## src/rtl/operand_collect_stage.sv

```systemverilog
// Single-entry issue->execute stage: reads source operands from the PRF/bypass,
// snoops writeback ports for late operands and hands the complete uop to execute.
module operand_collect_stage #(
    parameter int unsigned DATA_WIDTH = 32,
    parameter int unsigned PREG_DEPTH = 64,
    parameter int unsigned N_WRITE    = 2,
    parameter int unsigned N_SRC      = 2,
    parameter int unsigned PAYLOAD_W  = 64,
    localparam int unsigned ADDR_WIDTH = $clog2(PREG_DEPTH)
) (
    input  logic                          clk,
    input  logic                          resetn,
    input  logic                          flush,
    input  logic                          in_valid,
    output logic                          in_ready,
    input  logic [PAYLOAD_W-1:0]          in_payload,
    input  logic [N_SRC*ADDR_WIDTH-1:0]   in_src,
    input  logic [N_SRC-1:0]              in_src_rdy,
    output logic [N_SRC*ADDR_WIDTH-1:0]   raddr,
    input  logic [N_SRC*DATA_WIDTH-1:0]   rdata,
    input  logic [N_WRITE-1:0]            wen,
    input  logic [N_WRITE*ADDR_WIDTH-1:0] waddr,
    input  logic [N_WRITE*DATA_WIDTH-1:0] wdata,
    output logic                          out_valid,
    input  logic                          out_ready,
    output logic [PAYLOAD_W-1:0]          out_payload,
    output logic [N_SRC*DATA_WIDTH-1:0]   out_opnd
);

    typedef enum logic [1:0] {EMPTY, READ, WAIT, FULL} state_t;

    state_t                               state;
    logic [N_SRC-1:0][ADDR_WIDTH-1:0]     src_q;
    logic [N_SRC-1:0]                     src_rdy;
    logic [N_SRC-1:0][DATA_WIDTH-1:0]     opnd_q;

    logic [N_SRC-1:0][ADDR_WIDTH-1:0]     in_src_a;
    logic [N_SRC-1:0][DATA_WIDTH-1:0]     rdata_a;
    logic [N_WRITE-1:0][ADDR_WIDTH-1:0]   waddr_a;
    logic [N_WRITE-1:0][DATA_WIDTH-1:0]   wdata_a;

    logic [N_SRC-1:0]                     hit_in;
    logic [N_SRC-1:0]                     hit_q;
    logic [N_SRC-1:0][DATA_WIDTH-1:0]     snoop_data;
    logic                                 all_rdy;
    logic                                 accept;

    assign in_src_a = in_src;
    assign rdata_a  = rdata;
    assign waddr_a  = waddr;
    assign wdata_a  = wdata;

    assign raddr    = in_src;
    assign out_opnd = opnd_q;
    assign in_ready = !flush && (state == EMPTY || (state == FULL && out_ready));
    assign accept   = in_valid && in_ready;
    assign all_rdy  = &(src_rdy | hit_q);

    // Writeback snoop; later ports override earlier ones so the highest index wins.
    always_comb begin
        hit_in     = '0;
        hit_q      = '0;
        snoop_data = '0;
        for (int j = 0; j < int'(N_SRC); j++) begin
            for (int i = 0; i < int'(N_WRITE); i++) begin
                if (wen[i] && waddr_a[i] == in_src_a[j]) begin
                    hit_in[j] = 1'b1;
                end
                if (wen[i] && waddr_a[i] == src_q[j]) begin
                    hit_q[j]      = 1'b1;
                    snoop_data[j] = wdata_a[i];
                end
            end
        end
    end

    always_ff @(posedge clk) begin
        if (!resetn) begin
            state       <= EMPTY;
            out_valid   <= 1'b0;
            out_payload <= '0;
            opnd_q      <= '0;
            src_q       <= '0;
            src_rdy     <= '0;
        end else if (flush) begin
            state     <= EMPTY;
            out_valid <= 1'b0;
            src_rdy   <= '0;
        end else begin
            case (state)
                EMPTY, FULL: begin
                    if (accept) begin
                        // A write seen at accept is forwarded through rdata next cycle.
                        state       <= READ;
                        out_valid   <= 1'b0;
                        out_payload <= in_payload;
                        src_q       <= in_src_a;
                        src_rdy     <= in_src_rdy | hit_in;
                    end else if (state == FULL && out_ready) begin
                        state     <= EMPTY;
                        out_valid <= 1'b0;
                    end
                end
                READ: begin
                    for (int j = 0; j < int'(N_SRC); j++) begin
                        if (src_rdy[j]) begin
                            opnd_q[j] <= rdata_a[j];
                        end else if (hit_q[j]) begin
                            opnd_q[j]  <= snoop_data[j];
                            src_rdy[j] <= 1'b1;
                        end
                    end
                    state     <= all_rdy ? FULL : WAIT;
                    out_valid <= all_rdy;
                end
                WAIT: begin
                    for (int j = 0; j < int'(N_SRC); j++) begin
                        if (!src_rdy[j] && hit_q[j]) begin
                            opnd_q[j]  <= snoop_data[j];
                            src_rdy[j] <= 1'b1;
                        end
                    end
                    if (all_rdy) begin
                        state     <= FULL;
                        out_valid <= 1'b1;
                    end
                end
                default: begin
                    state     <= EMPTY;
                    out_valid <= 1'b0;
                end
            endcase
        end
    end

endmodule

```

## config.mk

```make
export PLATFORM = sky130hd
export DESIGN_NAME = operand_collect_stage
export DESIGN_NICKNAME = d
export VERILOG_FILES = /design/src/rtl/operand_collect_stage.sv
export SDC_FILE = /design/constraint.sdc
export NUM_CORES = 1
export LEC_CHECK = 0
export ABC_AREA = 1
export BUFFER_PORTS_ARGS = -buffer_cell sky130_fd_sc_hd__buf_2
export CORE_AREA = 5 5 140 142
export CTS_CLUSTER_SIZE = 30
export DETAILED_ROUTE_END_ITERATION = 6
export DIE_AREA = 0 0 145 147
export GPL_ROUTABILITY_DRIVEN = 0
export PLACE_DENSITY = 0.79
export SLEW_MARGIN = 20
export SYNTH_ARGS = -nofsm -noshare
export SYNTH_HDL_FRONTEND = slang
export SYNTH_SLANG_ARGS = --single-unit
```

## constraint.sdc

```tcl
create_clock -name clk -period 2.8 [get_ports clk]
set_clock_uncertainty 0.15 [all_clocks]
set_input_delay 0.42 -clock clk [delete_from_list [all_inputs] [get_ports clk]]
set_output_delay 0.42 -clock clk [all_outputs]
set_load 0.05 [all_outputs]
```

# [Word-level counts from Yosys, hierarchy flattened]
# Cells that the tools add are included.
[word_totals] input_bits=225 output_inout_bits=142 regBits=145 word_cells=95
[classes] reduce_logical=28 mux=36 n_eq_ne=18 bitwise=4
[op_table] op="32-bit two-way mux" n=10
[op_table] op="64-bit one-hot mux with 2 select lines" n=1
[op_table] op="6-bit == test" n=8
[op_table] op="1-bit two-way mux" n=18
[op_table] op="1-bit logical AND" n=13
[op_table] op="2-bit one-hot mux with 3 select lines" n=2
[op_table] op="3-bit inequality test, second input constant" n=3
[op_table] op="2-bit two-way mux" n=4
[op_table] op="2-bit inequality test, second input constant" n=4
[op_table] op="2-bit AND reduction" n=4
[op_table] op="4-bit AND reduction" n=2
[op_table] op="2-bit == test, second input constant" n=2
[op_table] op="2-bit bitwise OR" n=2
[op_table] op="2-bit OR reduction" n=2
[op_table] op="1-bit zero test" n=3
[op_table] op="1-bit one-hot mux with 3 select lines" n=1
[op_table] op="3-bit AND reduction" n=1
[op_table] op="2-bit by 1-bit == test with 1-bit output, second input constant" n=1
[op_table] op="2-bit zero test" n=1
[op_table] op="1-bit inverter" n=2
[op_table] op="2-bit nonzero test" n=1
[op_table] op="1-bit logical OR" n=1

# [Logic depth before layout (Yosys ltp)]
# Gate-level depths: netlist of the first run.
[logic_depth] depth_word=8 depth_mapped=16 mapped_depth_nobuf=15

# [Worst setup path after synthesis of the first run]
# No wires, ideal clock.
[synth_path] kind="flip-flop to flip-flop" startpoint="reg state[0]" endpoint="reg out_payload[0]" required_time_ps=2580 arrival_ps=2426 setup_ps=70 setup_slack_ps=154 period_less_slack_ps=2646 stages_incl_launch_ff=9 n_path_buf=2 path_cell_list="dfxtp_1 -> inv_1 -> ha_1 -> inv_1 -> a21oi_1 -> nand3_1 -> clkbuf_1 -> clkbuf_1 -> a21oi_1"
[synth_between] elab_chain_cells=6 word_cells_on_any_way=8 classes_between="eq/ne (1); reduce/logical (7)"
[synth_rtl] element="start, declared" line="32" source="state_t state;"
[synth_rtl] element="start signal, assigned" line="113" source="state <= all_rdy ? FULL : WAIT;"
[synth_rtl] element="2-bit == test" line="55" source="assign in_ready = !flush && (state == EMPTY || (state == FULL && out_ready));"
[synth_rtl] element="1-bit logical AND" line="55"
[synth_rtl] element="1-bit logical OR *" line="55"
[synth_rtl] element="1-bit logical AND *" line="55"
[synth_rtl] element="named net in_ready" line="15" source="output logic in_ready,"
[synth_rtl] element="1-bit logical AND *" line="56" source="assign accept = in_valid && in_ready;"
[synth_rtl] element="3-bit AND reduction (no source line) *"
[synth_rtl] element="end signal, assigned" line="96" source="out_payload <= in_payload;"
[synth_rtl] element="end, declared" line="26" source="output logic [PAYLOAD_W-1:0] out_payload,"
# Mark *: on every way through the listed nets, which the timed path passes. The rest lies on a longest branch.
# A chain may end at the register's enable or synchronous reset.

# [Final worst setup path of the first run]
[layout_path] startpoint="reg state[0]" endpoint="out in_ready"
[layout_between] elab_chain_cells=4 word_cells_on_any_way=5 classes_between="eq/ne (1); reduce/logical (4)"
[layout_rtl] element="2-bit == test" line="55"
[layout_rtl] element="1-bit logical AND" line="55"
[layout_rtl] element="1-bit logical OR *" line="55"
[layout_rtl] element="1-bit logical AND *" line="55"
[layout_rtl] element="end, declared" line="15"
# Every way passes the cells marked *; elsewhere a longest branch is shown, timed or not.

==> results_dict.tcl, run 1 <==
set metrics [dict create \
    cp.arrival_ns 1.72 \
    min_period_ns 2.29 \
    relSlewSlack_pct 55.8 \
    critical_path_class "reg2out" \
    drc 0 \
    die_x_um 145 \
    setup_tns_ns 0 \
    syn_area_mm2 0.00805 \
    core_area_mm2 0.0183 \
    routed_via_density 5.02 \
    clk_path_buf_depth 2 \
    final-setup-viol-count 0 \
    grt_usage_pct 25.4 \
    cts_resized 0 \
    grt_pass1_vias 8799 \
    cts_buffers 17 \
    ctsRootBufferMaster "clkbuf_16" \
    critPathSlowestCell "buf_2" \
    required_ns 2.23 \
    initial_core_util_pct 43.9 \
    drive_gt1_share_pct 29.0 \
    max_slew.worst_pin.slew_ns 0.662 \
    p_total_mw 5.84 \
    cts.clk_slew.worst_paths_ns 0.07 \
    hold_viol_final 0 \
    rsz0062_at_grt "false" \
    dr.pass1.iters 5 \
    crit_fanout 3 \
    max_freq_mhz 436 \
    grt_max_degree 72 \
    clk_latency_ns 0.41 \
    fp.dieH_um 147 \
    cts_tree "yes" \
    ant_nets 0 \
    num_rows 50 \
    area_growth_pct 31.5 \
    vdd_drop_max_uv 391 \
    leakagePower_nw 5.39 \
    critPathBufInv 3 \
    post_drt_wl_per_cell_um 15.2 \
    critPathLaunchType "register" \
    nets 1847 \
    synthCells 1295 \
    final_common_cell "buf_2" \
    dpl.hpwl_um 21600 \
    h-tree-depth 4 \
    status "complete, no violations" \
    drv_slew 0 \
    grt_pass1_wl_um 44700 \
    synthDistinctLibCells 31 \
    slowest_delay_ns 0.36 \
    final_cell_mix "buf_2 (365), nand2_1 (350), dfxtp_1 (145), nor2_1 (142), inv_1 (139)" \
    cap_violations 0 \
    yosys_warnings 0 \
    wl_um 28400 \
    worstPathCellList "inv_1 -> ha_1 -> inv_1 -> a21oi_1 -> buf_2" \
    crit_cells 5 \
    min_path_cells 3 \
    powerDensity_mw_per_mm2 552 \
    grt_antenna_before_repair 4 \
    ys_seq_area_share_pct 36.1 \
    hold_ws_ns 0.121 \
    drt_iter0_markers 623 \
    cp_top_family "buffers and inverters" \
    portBuffers 366 \
    cpMostUsedCell "inv_1" \
    synth_fp_nets 1524 \
    period_share_pct 81.9 \
    die_area_mm2 0.0213 \
    hp-class "in2reg" \
    syn_avg_cell_area_um2 6.21 \
    r2r_cells 7 \
    nFillCells 1796 \
    critPathCaptureType "output pin" \
    vias 9372 \
    hold_buffers 0 \
    synth_seq_cells 145 \
    post_cts_buffers 0 \
    cts.sinks 145 \
    grt-ovfl-total 0 \
    io_pins 367 \
]
cell usage after synthesis, drive strengths merged:
cell type,number,share of area [%]
o211ai,3,0.28
a21oi,123,7.7
xnor2,2,0.22
nand2,353,17
o21ai,85,5.3
o221ai,3,0.33
nand3,138,8.6
or2,33,2.6
xor2,7,0.76
clkbuf,53,2.5
a22o,1,0.11
o2111ai,1,0.11
inv,145,6.8
ha,4,0.62
nor2,147,7.3
dfxtp,145,36
buf,36,3.2
o22ai,4,0.31
nand3b,1,0.093
nor3,7,0.44
clkinv,3,0.14
nand4,1,0.078
final timing paths:
kind / from / endpoint / slack [ns]
min reg2reg: out_payload[53] / out_payload[53] / 0.29
min: in_payload[13] / out_payload[13] / 0.12
max reg2reg: state[0] / out_payload[23] / 0.56
max: state[0] / in_ready / 0.51
registers in the layout, indices dropped and copies added (netlist names):
name / flops
out_valid: 1
out_payload: 64
src_rdy: 2
src_q: 12
out_opnd: 64
state: 2
cells by family after synthesis:
logic type      Yosys count  synth area share (%)
xor+xnor                  9                 0.980
compound gates          220                  14.1
simple gates            680                  35.7
fa+ha+maj                 4                 0.622
buf+inv                 237                  12.5
flops                   145                  36.1
metal layers:
metal / share of wire, % / wire length (um) / GRT usage [%]
met5: 0.070 / 20 / 0
met4: 2.7 / 769 / 9.42
met3: 10 / 2900 / 8.70
met2: 48 / 13500 / 42.8
met1: 39 / 11200 / 29.9
power by group:
group / internal (mW) / switching [mW] / total, mW
clock network: 1.26 / 0.953 / 2.21
registers: 2.19 / 0.0675 / 2.25
logic: 0.410 / 0.966 / 1.38
total: 3.86 / 1.99 / 5.84
layout make-up:
| class | count | area (um^2) | area share (%) |
|---|---|---|---|
| multi-input cells | 913 | 4150 | 39.3 |
| flip-flops and latches | 145 | 2900 | 27.4 |
| repair buffers | 393 | 2100 | 19.8 |
| inverters | 148 | 556 | 5.25 |
| clock buffers | 18 | 439 | 4.15 |
| well taps | 234 | 293 | 2.77 |
| clock inverters | 13 | 129 | 1.22 |
| diodes | 4 | 10.0 | 0.0946 |
per-stage QoR:
| step | utilization, % | setup WS (ns) | instances | instance area [um^2] |
|---|---|---|---|---|
| 2_1_floorplan | - | 0.154 | 1295 | 8050 |
| 3_3_place_gp | 54.6 | 0.512 | 1833 | 10000 |
| 3_5_place_dp | 54.6 | 0.424 | 1833 | 10000 |
| 4_1_cts | 57.7 | 0.495 | 1864 | 10600 |
| 5_1_grt | 57.7 | 0.316 | 1867 | 10600 |
| 6_report | 57.7 | 0.506 | 1868 | 10600 |
worst min-delay path, cell delays in order:
cell     delay (ns)
buf_2          0.07
o21ai_0        0.07
a21oi_1        0.10
Note: power is estimated with default switching activity, not from simulation.
==> run 2: changes to the inputs <==
Settings changed: CORE_AREA 5 5 140 142 to 5 5 143 145, DIE_AREA 0 0 145 147 to 0 0 148 150, PLACE_DENSITY 0.79 to 0.8.
Clock period 2.8 ns to 1.97 ns, I/O delays scaled along.
==> run 2 against run 1 <==
  * The flow now finishes with violations (negative setup slack)
  * Flip-flop and latch count unchanged
  * Global-route usage increased by 1.4 points
  * Die area grew 4.2%
==> results_dict.tcl, run 2 (synthesized netlist as in run 1, its figures left out) <==
set metrics [dict create \
    setup_tns_ns -1.02 \
    grt_pass1_wl_um 48200 \
    grt_usage_pct 26.8 \
    cp-startpoint "src_q[5]" \
    dpl.hpwl_um 22400 \
    period_share_pct 104 \
    timing.rr.start "src_q[5]" \
    wl_um 33100 \
    dr.pass1.iters 7 \
    vdd_drop_max_uv 607 \
    min_path_cells 3 \
    required_ns 2.13 \
    routed_via_density 5.24 \
    hold-path-endpoint "out_payload[37]" \
    grt-ovfl-total 0 \
    num_rows 51 \
    drv_slew 0 \
    cp.arrival_ns 2.22 \
    die_area_mm2 0.0222 \
    ctsRootBufferMaster "clkbuf_16" \
    core_area_mm2 0.0191 \
    final_common_cell "buf_2" \
    cts_tree "yes" \
    place_area_mm2 0.0104 \
    grt_max_degree 65 \
    hp-class "in2reg" \
    drt_iter0_markers 952 \
    reg2reg_to "out_opnd[0]" \
    area_growth_pct 46.2 \
    grt_pass1_vias 9286 \
    cts.clk_slew.worst_paths_ns 0.07 \
    fp.dieH_um 150 \
    die_x_um 148 \
    relSlewSlack_pct 77.0 \
    rsz0062_at_grt "true" \
    leakagePower_nw 5.90 \
    r2r_cells 12 \
    nets 1931 \
    post-place-ws_ns -0.138 \
    ant_nets 0 \
    r2r_setup_slack_ns -0.09 \
    cts_buffers 17 \
    post-route-util_pct 61.6 \
    critical_path_class "reg2reg" \
    grt_antenna_before_repair 4 \
    h-tree-depth 4 \
    cap_violations 0 \
    critPathCaptureType "register" \
    initial_core_util_pct 42.2 \
    hp-start "in_payload[37]" \
    violations "negative setup slack" \
    max_slew.worst_pin.slew_ns 0.345 \
    drive_gt1_share_pct 33.6 \
    vias 10200 \
    p_total_mw 8.73 \
    fin_area_mm2 0.0118 \
    post_drt_wl_per_cell_um 16.9 \
    powerDensity_mw_per_mm2 742 \
    cts.sinks 145 \
    worst_slack_ns -0.0864 \
    hold_viol_final 0 \
    portBuffers 366 \
    drc 0 \
    clk_path_buf_depth 2 \
    max_freq_mhz 486 \
    clk_latency_ns 0.42 \
    min_period_ns 2.06 \
    final_cell_mix "buf_2 (364), nand2_1 (342), nor2_1 (138), nand3_1 (136), dfxtp_1 (132)" \
    critPathLaunchType "register" \
    crit_fanout 5 \
    io_pins 367 \
    status "finished with violations" \
    final-setup-viol-count 30 \
]
==> run 2: changes by cell type in the layout (fill, tap and decap cells not counted), sizes merged <==
cell / previous run / this run
buf: 393 / 442
dlygate4sd3: 0 / 26
clkbuf: 18 / 25
clkinv: 9 / 4
inv: 150 / 154
clkinvlp: 1 / 4
nand3: 138 / 139
==> run 2: cell type report <==
cell class / count / area, um^2
multi-input cells: 914 / 4260
clock inverters: 15 / 159
well taps: 238 / 298
inverters: 148 / 564
flip-flops and latches: 145 / 2930
fillers: 1713 / 7320
repair buffers: 476 / 3120
diodes: 4 / 10.0
clock buffers: 17 / 425
==> run 2: critical path, cell delays in order (launching register included) <==
cell      delay (ns)
dfxtp_2         0.36
inv_2           0.05
o211ai_1        0.24
nor2_2          0.06
nand2_2         0.13
nand3_1         0.16
a21oi_2         0.21
nor2_4          0.08
buf_4           0.13
buf_4           0.12
buf_4           0.12
nor2_1          0.09
nor2_1          0.05
==> run 2: worst max-delay path by stage <==
stage                      to  slack [ns]  cells after the start
2_1_floorplan  out_payload[0]        0.02                      7
3_3_place_gp     out_opnd[55]       -0.08                     15
3_5_place_dp     out_opnd[26]       -0.14                     17
4_1_cts           out_opnd[7]       -0.01                     16
5_1_grt           out_opnd[5]       -0.19                     14
6_report          out_opnd[0]       -0.09                     12
==> run 2: routing by layer <==
metal / global-route usage [%] / vias up / wire length (um)
met5: 0 / - / 13
met3: 7.57 / 122 / 3800
met2: 45.1 / 700 / 15800
met4: 11.2 / 2 / 1520
met1: 32.3 / 4524 / 12000
li1: - / 4898 / -
==> run 2: stage by stage <==
step / cells / hold slack, ns
after floorplan: 1295 / 0.316
after global placement: 1870 / 0.277
after detailed placement: 1870 / 0.282
after CTS: 1933 / 0.000190
after global routing: 1956 / 0.00754
final: 1957 / 0.00986
==> run 2: report_power, final <==
| part | switching, mW | internal [mW] |
|---|---|---|
| Clock | 1.49 | 1.80 |
| Combinational | 1.48 | 0.743 |
| Sequential | 0.111 | 3.11 |
| Total | 3.08 | 5.65 |
==> run 2: timing repair <==
action | CTS | global route
hold endpoints to repair | 26 | 0
resized for setup | 23 | 43
gates cloned | 2 | 11
pin swaps | 7 | 15
setup endpoints to repair | 58 | 106
setup buffers | 3 | 10
hold buffers | 26 | 0
==> run 3: changes to the inputs <==
Settings changed: ABC_CLOCK_PERIOD_IN_PS from default to 1970, HOLD_SLACK_MARGIN from default to 0.02.
==> run 3 against run 2 <==
  * The run still ends with negative setup slack left
  * Combinational power rose by 5%
  * Critical path depth did not move
  * Sequential power barely moved
  * Utilization rose by 2.2 points
  * Wire length rose by 4.0%
  * Register-to-register slack barely moved
  * Setup slack got worse by 0.0077 ns
  * Largest cell class unchanged
  * Final cell count rose by 1.4%
  * Flip-flop and latch count did not move
  * Global-route usage rose by 0.64 points
  * Sequential share of layout area fell by 0.85 points
  * Total power rose by 1.7%
==> results_dict.tcl, run 3 (synthesized netlist as in run 1, its figures left out) <==
set metrics [dict create \
    rsz0062_at_grt "true" \
    required_ns 2.13 \
    die_area_mm2 0.0222 \
    status "finished with violations" \
    wl_um 34500 \
    drc 0 \
    relSlewSlack_pct 76.4 \
    cap_violations 0 \
    core_area_mm2 0.0191 \
    area_growth_pct 51.3 \
    final-setup-viol-count 40 \
    grt_max_degree 65 \
    critical_path_class "reg2reg" \
    ant_nets 0 \
    grt_antenna_before_repair 3 \
    crit_fanout 5 \
    final_common_cell "buf_2" \
    critPathBufInv 4 \
    worst_slack_ns -0.0941 \
    max_slew.worst_pin.slew_ns 0.354 \
    dpl.hpwl_um 22400 \
    r2r_cells 12 \
    cts.sinks 145 \
    max_freq_mhz 484 \
    final_cell_mix "buf_2 (364), nand2_1 (332), nor2_1 (141), nand3_1 (136), dfxtp_1 (133)" \
    violations "negative setup slack" \
    critPathLaunchType "register" \
    hp-class "in2reg" \
    cp_top_family "simple AND/OR/NAND/NOR gates" \
    hold_viol_final 0 \
    nFillCells 1658 \
    grt_pass1_wl_um 49300 \
    min_period_ns 2.06 \
    nets 1960 \
    critPathSlowestCell "dfxtp_2" \
    clk_latency_ns 0.42 \
    drt_iter0_markers 1045 \
    period_share_pct 105 \
    dp.cells 1870 \
    dr.pass1.iters 6 \
    final_cell_count_no_fill 1984 \
    vdd_drop_max_uv 616 \
    fp.dieH_um 150 \
    vias 10400 \
    powerDensity_mw_per_mm2 729 \
    grt-ovfl-total 0 \
    h-tree-depth 4 \
    routed_via_density 5.25 \
    min_path_cells 3 \
    fin_area_mm2 0.0122 \
    cts_tree "yes" \
    place_area_mm2 0.0104 \
    num_rows 51 \
    leakagePower_nw 6.08 \
    die_x_um 148 \
    ctsRootBufferMaster "clkbuf_16" \
    io_pins 367 \
    initial_core_util_pct 42.2 \
    p_total_mw 8.88 \
    post_drt_wl_per_cell_um 17.4 \
    hold_ws_ns 0.0247 \
    crit_cells 12 \
    clk_path_buf_depth 2 \
    grt_usage_pct 27.5 \
    slowest_delay_ns 0.36 \
    critPathCaptureType "register" \
    cp.arrival_ns 2.23 \
    cts_buffers 17 \
    worstPathCellList "inv_2 -> o211ai_1 -> nor2_1 -> nand2_2 -> nand3_1 -> a21oi_2 -> nor2_4 -> buf_4 -> buf_4 -> buf_4 -> nor2_1 -> nor2_1" \
    portBuffers 366 \
    drv_slew 0 \
    grt_pass1_vias 9559 \
    drive_gt1_share_pct 34.2 \
    post-route-util_pct 63.8 \
    cts.clk_slew.worst_paths_ns 0.07 \
]
[run 3: cell types whose count changed in the layout (fill, tap and decap cells not counted), sizes merged]
cell         change
dlygate4sd3     +19
buf              +6
clkbuf           +4
diode            -2
[run 3: worst paths after layout]
kind | endpoint | slack [ns] | start
worst max register to register | out_opnd[0] | -0.09 | src_q[5]
worst max-delay path | out_opnd[0] | -0.09 | src_q[5]
worst min-delay path | out_payload[13] | 0.02 | in_payload[13]
worst min register to register | out_payload[42] | 0.29 | out_payload[42]
[run 3: through the flow]
stage / setup TNS, ns / worst slack [ns]
floorplan: 0 / 0.0208
global placement: -3.59 / -0.0767
detailed placement: -6.16 / -0.138
CTS: -0.0209 / -0.0145
global route: -9.63 / -0.191
finish: -1.89 / -0.0941
[run 3: layout make-up]
cell class | instances | area (um^2) | area share [%]
multi-input cells | 914 | 4300 | 35.3
clock inverters | 15 | 159 | 1.31
flip-flops and latches | 145 | 2930 | 24.0
clock buffers | 17 | 425 | 3.49
repair buffers | 505 | 3490 | 28.7
diodes | 2 | 5.00 | 0.0411
well taps | 238 | 298 | 2.45
inverters | 148 | 564 | 4.64
[run 3: worst register-to-register path, delay by kind of cell, from the launching register on]
family	cells	cell delay [ns]
and+or+nand+nor	6	0.61
buffers and inverters	4	0.42
AOI/OAI and AO/OA	2	0.41
DFF	1	0.36
[run 3: repair_timing]
item                       4_1_cts  5_1_grt
hold endpoints to repair        45        0
gates cloned                     2       14
pin swaps                        7       18
hold buffers                    45        0
resized for setup               23       80
setup buffers                    3       17
setup endpoints to repair       58      111
[run 3: report_power, final]
part	leakage, nW	switching (mW)	internal (mW)
registers	1.19	0.116	3.11
logic	4.61	1.53	0.820
clock network	0.280	1.51	1.80
[run 3: per-layer routing]
metal	wire length (um)	vias up	track usage, %	share of wire [%]
li1	-	4953	-	-
met2	16300	740	45.7	47
met1	12700	4602	33.3	37
met4	1520	2	12.1	4.4
met5	13	-	0	0.038
met3	3980	125	7.63	12
